===== config.mk =====
export PLATFORM = sky130hd
export DESIGN_NAME = dmem_line_responder
export DESIGN_NICKNAME = d
export VERILOG_FILES = /design/src/rtl/lc3b_types.sv /design/src/rtl/responder_control.sv /design/src/rtl/dmem_line_responder.sv
export SDC_FILE = /design/constraint.sdc
export NUM_CORES = 1
export LEC_CHECK = 0
export BUFFER_PORTS_ARGS = -buffer_cell sky130_fd_sc_hd__buf_4
export CAP_MARGIN = 20
export CORE_ASPECT_RATIO = 1.5
export CORE_UTILIZATION = 44
export DETAILED_ROUTE_END_ITERATION = 10
export HOLD_SLACK_MARGIN = 0.06
export PLACE_DENSITY_LB_ADDON = 0.12
export SYNTH_ARGS = -nofsm -noshare
export SYNTH_HDL_FRONTEND = slang
export SYNTH_SLANG_ARGS = --single-unit

===== constraint.sdc =====
create_clock -name clk -period 3.36 [get_ports clk]
set_input_delay 0.672 -clock clk [delete_from_list [all_inputs] [get_ports clk]]
set_output_delay 0.672 -clock clk [all_outputs]
set_load 0.01 [all_outputs]

===== src/rtl/lc3b_types.sv =====
// lc3b_types
//   Shared types for the LC-3b pipeline memory path. Holds the word and
//   write-mask types plus the line-buffer types and the FSM state encoding
//   used by the data-memory line responder.
//
//   Helpers:
//     get_word   - extract 16-bit word <off> from a 128-bit line
//     merge_word - apply a 2-bit byte mask to a word (bit 1 = high byte)
package lc3b_types;

  typedef logic [15:0]  lc3b_word;
  typedef logic [1:0]   lc3b_mem_wmask;

  typedef logic [127:0] lc3b_line;
  typedef logic [11:0]  lc3b_line_tag;
  typedef logic [2:0]   lc3b_line_offset;

  typedef enum logic [1:0] {
    IDLE      = 2'd0,
    WRITEBACK = 2'd1,
    FETCH     = 2'd2
  } responder_state_t;

  // Word i lives in line[16i+15:16i]; {off, 4'b0} is 16*off.
  function automatic lc3b_word get_word(input lc3b_line line,
                                        input lc3b_line_offset off);
    return line[{off, 4'b0000} +: 16];
  endfunction

  function automatic lc3b_word merge_word(input lc3b_word      old_word,
                                          input lc3b_word      wdata,
                                          input lc3b_mem_wmask be);
    lc3b_word w_out;
    w_out = old_word;
    if (be[0]) w_out[7:0]  = wdata[7:0];
    if (be[1]) w_out[15:8] = wdata[15:8];
    return w_out;
  endfunction

endpackage


===== src/rtl/responder_control.sv =====
// responder_control
//   Control FSM for the data-memory line responder. Decides hit/miss in
//   IDLE, sequences the optional write-back and the line fetch on the pmem
//   side, and decodes every strobe the datapath needs.
//
//   Ports:
//     clk, reset          - clock, synchronous active-high reset
//     mem_read, mem_write - requester handshake (held until mem_resp)
//     hit                 - line valid and tag matches the request
//     line_dirty          - line valid and modified
//     pmem_resp           - physical-memory completion
//     mem_resp            - completion pulse to the requester
//     rdata_en            - gate read data onto mem_rdata
//     pmem_read           - line fetch request (registered)
//     pmem_write          - line write-back request (registered)
//     load_line           - install pmem_rdata and the request tag
//     write_word          - merge write data into the selected word
//     clear_dirty         - write-back accepted
module responder_control
  import lc3b_types::*;
(
  input  logic clk,
  input  logic reset,
  input  logic mem_read,
  input  logic mem_write,
  input  logic hit,
  input  logic line_dirty,
  input  logic pmem_resp,
  output logic mem_resp,
  output logic rdata_en,
  output logic pmem_read,
  output logic pmem_write,
  output logic load_line,
  output logic write_word,
  output logic clear_dirty
);

  responder_state_t r_state;
  logic             r_pmem_read;
  logic             r_pmem_write;
  logic             w_req;

  assign w_req = mem_read | mem_write;

  // pmem strobes are registered alongside the state update so they are
  // pure state decodes: no combinational path from pmem_resp, and the
  // two can never be high together.
  always_ff @(posedge clk) begin
    if (reset) begin
      r_state      <= IDLE;
      r_pmem_read  <= 1'b0;
      r_pmem_write <= 1'b0;
    end else begin
      case (r_state)
        IDLE: begin
          if (w_req && !hit) begin
            if (line_dirty) begin
              r_state      <= WRITEBACK;
              r_pmem_write <= 1'b1;
            end else begin
              r_state     <= FETCH;
              r_pmem_read <= 1'b1;
            end
          end
        end
        WRITEBACK: begin
          if (pmem_resp) begin
            r_state      <= FETCH;
            r_pmem_write <= 1'b0;
            r_pmem_read  <= 1'b1;
          end
        end
        FETCH: begin
          if (pmem_resp) begin
            r_state     <= IDLE;
            r_pmem_read <= 1'b0;
          end
        end
        default: begin
          r_state      <= IDLE;
          r_pmem_read  <= 1'b0;
          r_pmem_write <= 1'b0;
        end
      endcase
    end
  end

  assign pmem_read  = r_pmem_read;
  assign pmem_write = r_pmem_write;

  // Hits answer in the same cycle. A read+write collision is treated as a
  // write, so read data is only enabled for a pure read.
  always_comb begin
    mem_resp    = 1'b0;
    rdata_en    = 1'b0;
    write_word  = 1'b0;
    load_line   = 1'b0;
    clear_dirty = 1'b0;
    case (r_state)
      IDLE: begin
        mem_resp   = w_req & hit;
        rdata_en   = w_req & hit & mem_read & ~mem_write;
        write_word = w_req & hit & mem_write;
      end
      WRITEBACK: clear_dirty = pmem_resp;
      FETCH:     load_line   = pmem_resp;
      default: ;
    endcase
  end

endmodule


===== src/rtl/dmem_line_responder.sv =====
// dmem_line_responder
//   Memory-side responder for the pipeline's data-memory port. Serves
//   word reads/writes from a single 128-bit write-back line buffer and
//   fetches/evicts whole lines over the 128-bit pmem interface.
//
//   Ports:
//     clk, reset       - clock, synchronous active-high reset
//     mem_read/write   - word request, held until mem_resp
//     mem_address      - byte address (bit 0 ignored)
//     mem_wdata        - write data
//     mem_byte_enable  - write mask, bit 1 = high byte
//     mem_rdata        - read data, valid with mem_resp
//     mem_resp         - single-cycle completion
//     pmem_read/write  - line fetch / write-back request, held until pmem_resp
//     pmem_address     - line-aligned address
//     pmem_wdata       - buffered line for write-back
//     pmem_rdata       - fetched line, valid with pmem_resp
//     pmem_resp        - physical-memory completion
module dmem_line_responder
  import lc3b_types::*;
#(
  parameter int unsigned S_OFFSET = 4
)(
  input  logic          clk,
  input  logic          reset,
  input  logic          mem_read,
  input  logic          mem_write,
  input  logic [15:0]   mem_address,
  input  logic [15:0]   mem_wdata,
  input  logic [1:0]    mem_byte_enable,
  output logic [15:0]   mem_rdata,
  output logic          mem_resp,
  output logic          pmem_read,
  output logic          pmem_write,
  output logic [15:0]   pmem_address,
  output logic [127:0]  pmem_wdata,
  input  logic [127:0]  pmem_rdata,
  input  logic          pmem_resp
);

  lc3b_line        r_line;
  lc3b_line_tag    r_tag;
  logic            r_valid;
  logic            r_dirty;

  lc3b_line_tag    w_req_tag;
  lc3b_line_offset w_offset;
  logic            w_hit;
  logic            w_line_dirty;
  logic            w_load_line;
  logic            w_write_word;
  logic            w_clear_dirty;
  logic            w_rdata_en;
  lc3b_word        w_sel_word;
  lc3b_word        w_merged_word;
  lc3b_line        w_written_line;
  logic            w_unused;

  assign w_req_tag    = mem_address[15:S_OFFSET];
  assign w_offset     = mem_address[S_OFFSET-1:1];
  assign w_unused     = mem_address[0];

  assign w_hit        = r_valid && (r_tag == w_req_tag);
  assign w_line_dirty = r_valid && r_dirty;

  responder_control u_control (
    .clk         (clk),
    .reset       (reset),
    .mem_read    (mem_read),
    .mem_write   (mem_write),
    .hit         (w_hit),
    .line_dirty  (w_line_dirty),
    .pmem_resp   (pmem_resp),
    .mem_resp    (mem_resp),
    .rdata_en    (w_rdata_en),
    .pmem_read   (pmem_read),
    .pmem_write  (pmem_write),
    .load_line   (w_load_line),
    .write_word  (w_write_word),
    .clear_dirty (w_clear_dirty)
  );

  assign w_sel_word    = get_word(r_line, w_offset);
  assign w_merged_word = merge_word(w_sel_word, mem_wdata, mem_byte_enable);

  always_comb begin
    w_written_line = r_line;
    w_written_line[{w_offset, 4'b0000} +: 16] = w_merged_word;
  end

  always_ff @(posedge clk) begin
    if (reset) begin
      r_line  <= '0;
      r_tag   <= '0;
      r_valid <= 1'b0;
      r_dirty <= 1'b0;
    end else if (w_load_line) begin
      r_line  <= pmem_rdata;
      r_tag   <= w_req_tag;
      r_valid <= 1'b1;
      r_dirty <= 1'b0;
    end else begin
      if (w_clear_dirty) r_dirty <= 1'b0;
      // An all-zero byte mask still counts as a write and marks the line dirty.
      if (w_write_word) begin
        r_line  <= w_written_line;
        r_dirty <= 1'b1;
      end
    end
  end

  assign mem_rdata  = w_rdata_en ? w_sel_word : '0;
  assign pmem_wdata = r_line;

  // Write-back targets the resident line; fetch targets the live request.
  always_comb begin
    pmem_address = '0;
    if (pmem_write)     pmem_address = {r_tag, {S_OFFSET{1'b0}}};
    else if (pmem_read) pmem_address = {w_req_tag, {S_OFFSET{1'b0}}};
  end

endmodule


==> key figures <==
Status
  – Status: finished clean

STA
  – Slew HR: 0.371
  – Skew final: 0.0125 ns
  – Worst Max-Slew Pin Slew: 0.939 ns
  – Tightest hold margin: 0.448 ns
  – Final WS setup: 0.239 ns
  – Final Max Tran Viols: 0
  – Setup TNS: 0 ns
  – Final setup viols: 0
  – Min Tclk post-route: 3.12 ns
  – RSZ-0062 raised after global routing: false
  – Final Hold Fails: 0
  – Tcrit/Tclk final: 0.929
  – Max frequency: 0.320 GHz

Clocking
  – H-tree depth: 4
  – Clk Tree Root Cell: clkbuf_16
  – Sink Count: 146
  – Cts hold-fix bufs: 0
  – Clk slew on worst S/H paths: 0.07 ns
  – Cts bufs inserted: 17
  – Skew-Pair Late Insertion Delay: 0.42 ns
  – Clock buffer depth: 2
  – Setup Buffers After CTS: 0
  – TritonCTS clock tree: done
  – # resized after CTS: 0

Global route
  – Initial antenna violation count: 0
  – GRT Util Overall: 0.344
  – First-pass GRT wire length: 48300 um
  – Largest net degree at the start of global routing: 74
  – Vias in the first global route: 8359
  – GRT Residual Overflow: 0

Worst setup path
  – Delay-heaviest family, CP: simple AND/OR/NAND/NOR gates
  – Critical path origin: mem_address[11]
  – Crit path DAT: 2.45 ns
  – Slowest cell on the critical path: nor4_1
  – Crit-path cells: buf_4, xnor2_1, nand4_2, nor4_1, nand4b_1, buf_4, nor2_1, buf_4
  – CP bufs+invs: 3
  – Reg-to-Reg Start: r_tag[0]
  – Nature of the critical path endpoint: primary output
  – Crit-path max cell delay: 0.46 ns
  – Crit Path Max Fanout: 16
  – Required time of the critical path: 2.69 ns
  – Startpoint types: input port
  – Worst Path Class, Setup: input port to primary output
  – Crit path top cell by count: buf_4

Final layout
  – Final instance area: 11000 sq um
  – Nets: 1341
  – Antenna cells: 0
  – Share of layout cells above drive strength 1: 0.372
  – Final non-filler cell total: 1398
  – Area Growth Syn to Fin: 41.5%
  – Most frequent cells in the layout: buf_4, dfxtp_1, nand2_1, o211ai_1, nor2_1
  – Commonest non-fill, non-tap cell in the layout: buf_4
  – Layout Utilization: 0.636

Synthesis
  – Post-synthesis register bit count: 146
  – Post-synth EDFFs: 0
  – Predominant post-synthesis flop cell: dfxtp_1
  – Syn. warnings: 0
  – Netlist cell types: 58
  – Seq/Total Area, Yosys: 0.375
  – Post-synth ARST share: 0
  – Syn Area/Cell: 8.93 sq um
  – Synthesized cell area: 7790 sq um
  – Synthesized instance count: 873

Place
  – Placed insts: 1366
  – Placed cell area: 10500 sq um
  – IO Port Bufs: 324
  – GPL Wtd Cong: 0.903
  – Hpwl dp: 23000 um
  – DP Worst Slack: 0.300 ns

Routing
  – Vias: 8729
  – Post-route ant nets: 0
  – DR iter-0 viols: 726
  – WL final: 32200 um
  – First-pass DRT Iterations: 6
  – Routed len/inst: 23.0 um
  – Post-route DRC: 0
  – Vias/cell: 6.24

Pwr
  – Leak: 4.59 nW
  – P per Cell Area: 418 nW/um^2
  – Peak supply drop: 0.000238 V
  – Total power: 4.61 mW

Floorplanning
  – Die area: 18300 sq um
  – I/O pin total: 330
  – Die X: 111 um
  – Die Ht: 165 um
  – Site Rows: 59
  – Core ar.: 17300 sq um
  – Initial Utilization: 0.449

Worst hold path
  – Worst Hold Class: input port to flip-flop
  – Hold Crit Start: pmem_rdata[2]

Run
  – Max Cap Violations: 0
## logic make-up (layout without fill, tap and decap cells)
kind of cell | Yosys count | count (layout) | synth area share
buf+inv | 114 | 423 | 0.0631
other cells | 1 | 4 | 0.000481
mux | 45 | 45 | 0.109
flops | 146 | 146 | 0.375
fa+ha+maj | 2 | 2 | 0.00321
xor+xnor | 13 | 13 | 0.0156
compound gates | 268 | 268 | 0.257
simple gates | 284 | 284 | 0.176
## worst paths after layout
path                                 endpoint  slack [ns]  cells past startpoint
worst max-delay path             mem_rdata[4]        0.24                      8
worst min-delay path            pmem_wdata[2]        0.45                      3
worst max register to register  pmem_wdata[9]        0.75                      6
worst min register to register       r_tag[8]        0.49                      2
## layout make-up
cell class,count,area [sq um]
sequential,146,2920
fill,1542,6320
clock buffer,19,453
tap,213,267
multi-input combinational,616,4420
inverter,30,113
clock inverter,13,116
timing repair buffer,361,2740
## worst register-to-register path, delay by kind of cell (launching register included)
| family | cells | cell delay [ns] |
|---|---|---|
| AOI/OAI and AO/OA | 2 | 0.79 |
| xor gates and xnor gates | 1 | 0.13 |
| DFF | 1 | 0.37 |
| buffers and inverters | 1 | 0.23 |
| and+or+nand+nor | 2 | 0.93 |
## cell usage after synthesis (4+ instances only)
| cell | instances | area share |
|---|---|---|
| nor3_1 | 8 | 0.0051 |
| buf_4 | 6 | 0.0058 |
| clkbuf_1 | 59 | 0.028 |
| a21oi_1 | 25 | 0.016 |
| buf_2 | 8 | 0.0051 |
| buf_1 | 6 | 0.0029 |
| a221oi_1 | 8 | 0.0090 |
| o21ai_0 | 24 | 0.015 |
| buf_6 | 4 | 0.0058 |
| dfxtp_1 | 146 | 0.37 |
| nand3_1 | 26 | 0.017 |
| mux4_2 | 32 | 0.092 |
| nand2_1 | 128 | 0.062 |
| nor2_1 | 38 | 0.018 |
| a21o_1 | 6 | 0.0058 |
| nand4_1 | 18 | 0.014 |
| inv_1 | 29 | 0.014 |
| and2_1 | 29 | 0.023 |
| a22o_1 | 16 | 0.018 |
| o221ai_1 | 18 | 0.020 |
| or3_1 | 7 | 0.0056 |
| o211ai_1 | 118 | 0.11 |
| a22oi_1 | 4 | 0.0039 |
| a221o_1 | 28 | 0.036 |
| xnor2_1 | 11 | 0.012 |
| nand2b_1 | 4 | 0.0032 |
| mux2i_1 | 11 | 0.014 |
| o22ai_1 | 11 | 0.0088 |
## layer usage
metal  part of all wire  global-route usage  wire length [um]  up-vias
met5                  0                   0                 0        -
met3              0.085              0.0657              2730       92
met2               0.50               0.585             16100      550
met1               0.37               0.420             12100     4161
met4              0.040               0.165              1300        0
li1                   -                   -                 -     3926
## state kept, by name, summed over array words and instances, names as in the netlist
name	count
r_dirty	1
u_control.pmem_read	1
r_valid	1
u_control.r_state	2
pmem_wdata	128
r_tag	12
u_control.pmem_write	1
## report_power, final
group          switching [mW]  internal, mW  total (mW)
clock network           0.840          1.01        1.85
logic                   0.445         0.409       0.854
registers              0.0895          1.82        1.91
(Power assumes the default switching activity.)
